## src/rtl/wallace_mult_pipe.sv

```systemverilog
// Pipelined Wallace-tree multiplier with per-operand signed/unsigned mode and valid/ready flow control.
// Optional running accumulator on the output handshake is enabled by defining WTM_ACC_EN.
module wallace_mult_pipe #(
  parameter int WIDTH_A     = 8,
  parameter int WIDTH_B     = 8,
  parameter int PIPE_STAGES = 2,
  parameter int ACC_WIDTH   = WIDTH_A + WIDTH_B + 8
) (
  input  logic                       clk,
  input  logic                       rst,
  input  logic                       in_valid,
  output logic                       in_ready,
  input  logic [WIDTH_A-1:0]         a,
  input  logic [WIDTH_B-1:0]         b,
  input  logic                       a_signed,
  input  logic                       b_signed,
  output logic                       out_valid,
  input  logic                       out_ready,
  output logic [WIDTH_A+WIDTH_B-1:0] product
`ifdef WTM_ACC_EN
  ,
  input  logic                       acc_clr,
  output logic [ACC_WIDTH-1:0]       acc_out
`endif
);

  localparam int W = WIDTH_A + WIDTH_B;
  typedef logic [W-1:0][W-1:0] rows_t;

  if (WIDTH_A < 2 || WIDTH_B < 2 || PIPE_STAGES < 1 || PIPE_STAGES > 4 || ACC_WIDTH <= W) begin : g_bad_param
    $error("wallace_mult_pipe: unsupported parameter combination");
  end

  function automatic int next_rows(input int n);
    return 2 * (n / 3) + n % 3;
  endfunction

  function automatic int rows_after(input int l);
    int n = W;
    for (int i = 0; i < l; i++) n = next_rows(n);
    return n;
  endfunction

  function automatic int count_layers();
    int n = W;
    int c = 0;
    while (n > 2) begin
      n = next_rows(n);
      c++;
    end
    return c;
  endfunction

  localparam int LAYERS = count_layers();

  // One layer of full adders: each group of three rows becomes a sum row and a shifted carry row.
  function automatic rows_t csa_layer(input rows_t r, input int n);
    rows_t o = '0;
    for (int t = 0; t < W / 3; t++) begin
      if (3 * t + 2 < n) begin
        o[2*t]   = r[3*t] ^ r[3*t+1] ^ r[3*t+2];
        o[2*t+1] = ((r[3*t] & r[3*t+1]) | (r[3*t] & r[3*t+2]) | (r[3*t+1] & r[3*t+2])) << 1;
      end
    end
    for (int j = 0; j < 2; j++)
      if (j < n % 3) o[2*(n/3)+j] = r[3*(n/3)+j];
    return o;
  endfunction

  // Tree layers are spread evenly over the register levels; a level may hold zero layers.
  function automatic rows_t reduce_stage(input rows_t r, input int s);
    rows_t x = r;
    for (int l = s * LAYERS / PIPE_STAGES; l < (s + 1) * LAYERS / PIPE_STAGES; l++)
      x = csa_layer(x, rows_after(l));
    return x;
  endfunction

  function automatic logic [W-1:0] ext_a(input logic [WIDTH_A-1:0] v, input logic sg);
    return {{(W-WIDTH_A){sg & v[WIDTH_A-1]}}, v};
  endfunction

  function automatic logic [W-1:0] ext_b(input logic [WIDTH_B-1:0] v, input logic sg);
    return {{(W-WIDTH_B){sg & v[WIDTH_B-1]}}, v};
  endfunction

  function automatic logic [W-1:0] final_cpa(input rows_t r);
    return r[0] + r[1];
  endfunction

  logic                   en;
  logic                   vld_p0;
  logic [WIDTH_A-1:0]     a_p0;
  logic [WIDTH_B-1:0]     b_p0;
  logic                   as_p0, bs_p0;
  logic [W-1:0]           a_ext_p0, b_ext_p0;
  rows_t                  pp_p0;
  rows_t                  rows_p1 [PIPE_STAGES];
  logic [PIPE_STAGES-1:0] vld_p1;
  logic [W-1:0]           product_p2;
  logic                   vld_p2;

  assign en        = !vld_p2 | out_ready;
  assign in_ready  = en;
  assign out_valid = vld_p2;
  assign product   = product_p2;

  always_ff @(posedge clk) begin
    if (rst) begin
      vld_p0 <= 1'b0;
      vld_p1 <= '0;
      vld_p2 <= 1'b0;
    end else if (en) begin
      vld_p0    <= in_valid;
      vld_p1[0] <= vld_p0;
      for (int s = 1; s < PIPE_STAGES; s++) vld_p1[s] <= vld_p1[s-1];
      vld_p2    <= vld_p1[PIPE_STAGES-1];
    end
  end

  // p0: input capture, operands keep their mode bits
  always_ff @(posedge clk) begin
    if (en) begin
      a_p0  <= a;
      b_p0  <= b;
      as_p0 <= a_signed;
      bs_p0 <= b_signed;
    end
  end

  assign a_ext_p0 = ext_a(a_p0, as_p0);
  assign b_ext_p0 = ext_b(b_p0, bs_p0);

  always_comb begin
    pp_p0 = '0;
    for (int i = 0; i < W; i++) pp_p0[i] = b_ext_p0[i] ? (a_ext_p0 << i) : '0;
  end

  // p1: reduction tree register levels
  always_ff @(posedge clk) begin
    if (en) begin
      rows_p1[0] <= reduce_stage(pp_p0, 0);
      for (int s = 1; s < PIPE_STAGES; s++) rows_p1[s] <= reduce_stage(rows_p1[s-1], s);
    end
  end

  // p2: carry-propagate adder output register
  always_ff @(posedge clk) begin
    if (rst) product_p2 <= '0;
    else if (en && vld_p1[PIPE_STAGES-1]) product_p2 <= final_cpa(rows_p1[PIPE_STAGES-1]);
  end

`ifdef WTM_ACC_EN
  logic [PIPE_STAGES-1:0]        sgn_p1;
  logic                          sgn_p2;
  logic                          hs_p2;
  logic signed [ACC_WIDTH-1:0]   acc_p3;

  function automatic logic signed [ACC_WIDTH-1:0] acc_ext(input logic [W-1:0] p, input logic sg);
    return {{(ACC_WIDTH-W){sg & p[W-1]}}, p};
  endfunction

  always_ff @(posedge clk) begin
    if (en) begin
      sgn_p1[0] <= as_p0 | bs_p0;
      for (int s = 1; s < PIPE_STAGES; s++) sgn_p1[s] <= sgn_p1[s-1];
      if (vld_p1[PIPE_STAGES-1]) sgn_p2 <= sgn_p1[PIPE_STAGES-1];
    end
  end

  assign hs_p2 = vld_p2 & out_ready;

  // p3: accumulator, clear takes priority over the running sum
  always_ff @(posedge clk) begin
    if (rst) acc_p3 <= '0;
    else if (acc_clr) acc_p3 <= hs_p2 ? acc_ext(product_p2, sgn_p2) : '0;
    else if (hs_p2) acc_p3 <= acc_p3 + acc_ext(product_p2, sgn_p2);
  end

  assign acc_out = acc_p3;
`endif

endmodule

```

## config.mk

```make
export PLATFORM = sky130hd
export DESIGN_NAME = wallace_mult_pipe
export DESIGN_NICKNAME = d
export VERILOG_FILES = /design/src/rtl/wallace_mult_pipe.sv
export SDC_FILE = /design/constraint.sdc
export NUM_CORES = 1
export LEC_CHECK = 0
export CAP_MARGIN = 40
export CORE_MARGIN = 1.5
export CORE_UTILIZATION = 58
export CTS_CLUSTER_SIZE = 24
export DETAILED_ROUTE_END_ITERATION = 12
export DONT_BUFFER_PORTS = 1
export GPL_ROUTABILITY_DRIVEN = 0
export PLACE_DENSITY = 0.79
export SLEW_MARGIN = 20
export SYNTH_ARGS = -nofsm -noshare
export SYNTH_HDL_FRONTEND = slang
export SYNTH_SLANG_ARGS = --single-unit
```

## constraint.sdc

```tcl
create_clock -name clk -period 2.6 [get_ports clk]
set_clock_uncertainty 0.05 [all_clocks]
set_input_delay 0.26 -clock clk [delete_from_list [all_inputs] [get_ports clk]]
set_output_delay 0.26 -clock clk [all_outputs]
set_load 0.1 [all_outputs]
```

# After elaboration in Yosys (flattened, before gate mapping)
# Memories as Yosys holds them, arrays and structs flattened.
# Cells that the tools add are included.
# Widths: inputs -> output; s select.
dict set report op_classes {
  add_sub_neg 1
  muxes 35
  bitwise 101
  reduce_logical 2
}
# operator count
set op_table {}
lappend op_table {{$and 15x15->15} 42}
lappend op_table {{$mux 32} 14}
lappend op_table {{$xor 16x16->16} 28}
lappend op_table {{$or 15x15->15} 28}
lappend op_table {{$mux 16} 19}
lappend op_table {{$add 16x16->16} 1}
lappend op_table {{$and 1x1->1} 2}
lappend op_table {{$mux 1} 2}
lappend op_table {{$logic_and 1x1->1} 1}
lappend op_table {{$logic_not 1->1} 1}
lappend op_table {{$or 1x1->1} 1}
dict set report word_totals {
  regBits 38
  mem_bits_rw 192
  in_bits 22
  out_inout_bits 18
  wordCells 148
  mem_count 1
}
# memory words width read_ports rd_ports_with_merged_regs write_ports line_no
set memory_table {}
lappend memory_table {rows_p1 2 96 2 0 2 97} ;# rows_t rows_p1 [PIPE_STAGES];

# Depth between registers and ports, before layout
dict set report depth {
  word_depth 14
  depth_mapped 9
  mapped_depth_nobuf 9
}

# Worst setup path after synthesis
# Ideal clock, no wire load.
dict set report synth_path {
  path_kind {reg-to-reg}
  start {reg as_p0}
  end {mem rows_p1[0][15] in the netlist's numbering (data pin)}
  setup_time_ns 0.259
  t_arrival_ns 2.546
  required_time_ns 2.291
  path_slack_ns -0.255
  path_stages_with_launch 10
  path_buffers 0
  period_less_slack_ns 2.855
  cell_sequence {edfxtp_1 > and2_4 > nand2_1 > fa_1 > inv_1 > fa_1 > ha_1 > xor2_1 > xnor2_1 > xnor2_1}
}
# element line_no
set synth_rtl {}
lappend synth_rtl {{start: declaration} 94} ;# logic as_p0, bs_p0;
lappend synth_rtl {{start signal: assignment} 125} ;# as_p0 <= a_signed;
lappend synth_rtl {{end: declaration} 97}

==> metrics.txt <==
placed instance area=7260 sq um; Pre-antenna DRT Iters=5; Clock Latency Late Sink=0.35 ns; GRT Residual Overflow=0; routed vias/inst=5.42; Area Growth Syn to Fin=22.4%; RSZ-0062 raised after global routing=yes; initial core utilization=0.604; ranking of synthesized cells by area=edfxtp_1 (40%), fa_1 (21%), ha_1 (7.7%); Final Cycle Share=1.07; maximum resistive drop on vdd=0.518 mV; logic gate share of total power=0.338; CP startpoint=b_p0[6]$_DFFE_PN_; top cell type's share of synthesized area=0.401; Syn Area/Cell=12.6 sq um; Crit Path Max Fanout=8; Post-route DRC=0; Post-synth ARST share=0; Mapped Cells=529; Port Buffers=0; WS Path Type=flip-flop to flip-flop; number of synthesized register bits=109; DR top layer=met4; Pleak=3.66 nW; drt wl/cell=17.4 um; CP startpoint kind=flip-flop; GR Util All Layers=0.229; fin util=0.739; Syn Nets=661; vias in the first global route=4349; die height=110 um; CTS Buf Count=9; Sw Pwr=0.00193 W; Setup violations, final=17; first-pass GRT wire length=20400 um; Worst setup EP type=flip-flop; FMAX=0.359 GHz; met3 wire length=616 um; worst hold start=in_valid; fin nets=758; Sequential Power Share=0.439; sw frac=0.322; Yosys Warn Count=0; Worst Tran Pin Value=0.706 ns; core box area=11000 sq um; failing checks=negative setup slack; most instantiated cells after synthesis=edfxtp_1 (89), fa_1 (69), nand2_1 (66), inv_1 (55), ha_1 (41); hpwl dp=8980 um; via count=4179; root buffer cell=clkbuf_16; standard-cell row count=38; Initial DRC Count=392; area of the multi-input gates=3450 sq um; Synth Flop Type=edfxtp_1; Data arrival, critical path=2.83 ns; antenna-violating nets left=0; FF/Latch Area=3070 sq um; PD cells=735 nW/um^2; status=finished, violations left; fraction of layout cells with a size suffix above 1=0.250; Max Cap Viol=0; Setup WS post-layout=-0.186 ns; Fin. Hold Viols=0; WP data required=2.64 ns; reg2reg start=b_p0[6]$_DFFE_PN_; register area share after synthesis=0.461; die width=110 um; most common cell in the netlist=edfxtp_1; Final Max Tran Viols=0; die area=12100 sq um; Clock Sinks=109; dpl ws=-0.231 ns; Bufs on Longest Clock Path=2; antenna cells=0; Cell Int Power=0.00406 W; Worst slew margin=0.528; total wire length=13400 um; met2 WL=7250 um; Clk pwr share=0.223; CTS tree=done; Worst Hold Class=input pin to flip-flop; met1 WL=5140 um; largest net degree at the start of global routing=94; Fillers=627; Yosys top cell by area=edfxtp_1; synthesized cell area=6660 sq um; synth unique cells=42; H-tree Lvls=3; EDFF count, synth=89; fin crit period=2.79 ns; fin area=8160 sq um; clk slew on worst S/H paths=0.08 ns; initial antenna violation count=0; I/O pin total=40
[metal layers]
metal,up-vias,GRT usage
li1,1942,-
met1,2060,0.258
met2,142,0.413
met3,35,0.0558
met4,0,0.101
met5,-,0
[worst max-delay path, stage by stage (launching register included)]
cell,delay (ns)
edfxtp_1,0.61
and2_4,0.24
nand2_1,0.08
fa_1,0.50
inv_1,0.07
fa_2,0.56
fa_1,0.43
[metrics by stage]
| stage | hold WS [ns] | power, W | TNS (ns) | instances |
|---|---|---|---|---|
| CTS | 0.0255 | 0.00597 | -0.701 | 760 |
| floorplan | 0.309 | 0.00398 | -0.310 | 529 |
| finish | 0.0260 | 0.00599 | -1.26 | 771 |
| global route | 0.0201 | 0.00639 | -2.45 | 771 |
| detailed placement | 0.284 | 0.00452 | -1.49 | 710 |
| global placement | 0.282 | 0.00436 | -0.702 | 705 |
[final cells by class]
class / count / share of cell area
clock buffer: 10 / 0.0281
inverter: 55 / 0.0253
sequential: 109 / 0.377
timing repair buffer: 108 / 0.117
multi-input combinational: 343 / 0.423
clock inverter: 6 / 0.00798
tap: 140 / 0.0215
[cell usage in the layout, fill, tap and decap left out, types with 3 or more instances in the layout]
| cell type | n |
|---|---|
| a21oi_1 | 23 |
| and2_1 | 33 |
| and2_4 | 8 |
| and3_1 | 3 |
| and3_4 | 3 |
| buf_4 | 71 |
| buf_6 | 10 |
| buf_8 | 5 |
| clkbuf_16 | 9 |
| dfxtp_1 | 20 |
| dlygate4sd3_1 | 19 |
| edfxtp_1 | 89 |
| fa_1 | 61 |
| fa_2 | 8 |
| ha_1 | 39 |
| inv_1 | 49 |
| inv_2 | 6 |
| inv_8 | 3 |
| mux2i_1 | 4 |
| nand2_1 | 59 |
| nand2_2 | 4 |
| nand2_4 | 6 |
| nor2_1 | 13 |
| nor3_1 | 7 |
| nor4b_1 | 4 |
| o21ai_0 | 14 |
| xnor2_1 | 19 |
| xnor2_2 | 5 |
| xor2_1 | 3 |
[power groups by stage]
stage          Sequential [W]  Combinational [W]  Clock, W
4_1_cts               0.00264            0.00197   0.00136
6_report              0.00263            0.00203   0.00133
3_5_place_dp          0.00268            0.00185         0
5_1_grt               0.00268            0.00230   0.00142
3_3_place_gp          0.00269            0.00167         0
2_1_floorplan         0.00270            0.00128         0
[cells by family (layout without fill, tap and decap cells)]
group | count (synthesis) | after routing | share of synthesized area
XOR/XNOR | 30 | 30 | 0.0417
AO/OA/AOI/OAI | 46 | 46 | 0.0408
multiplexers | 5 | 5 | 0.00770
buffers and inverters | 77 | 179 | 0.0488
adder cells (fa/ha/maj) | 111 | 111 | 0.286
AND/OR/NAND/NOR | 151 | 151 | 0.114
flip-flops | 109 | 109 | 0.461
[timing repair]
item / in CTS / in global routing
endpoints found under the setup margin: 23 / 26
endpoints found under the hold margin: 34 / 0
pin swaps: 9 / 19
gates resized for setup: 14 / 37
hold buffers: 19 / 0
buffers inserted: 16 / 12
[state kept, by name, indices dropped and copies added, names as in the netlist]
register and cells:
product 16, vld_p1 2, a_p0 8, vld_p0 1
out_valid 1, rows_p1 71, b_p0 8, bs_p0 1
as_p0 1
[worst paths after layout]
path         depth (start not counted)                        to  slack (ns)
max                                  6  rows_p1[0][14]$_DFFE_PN_       -0.19
min reg2reg                          0  rows_p1[0][97]$_DFFE_PN_        0.37
max reg2reg                          6  rows_p1[0][14]$_DFFE_PN_       -0.19
min                                  2       vld_p0$_SDFFE_PP0N_        0.03
Power figures use the tool's default switching activity.
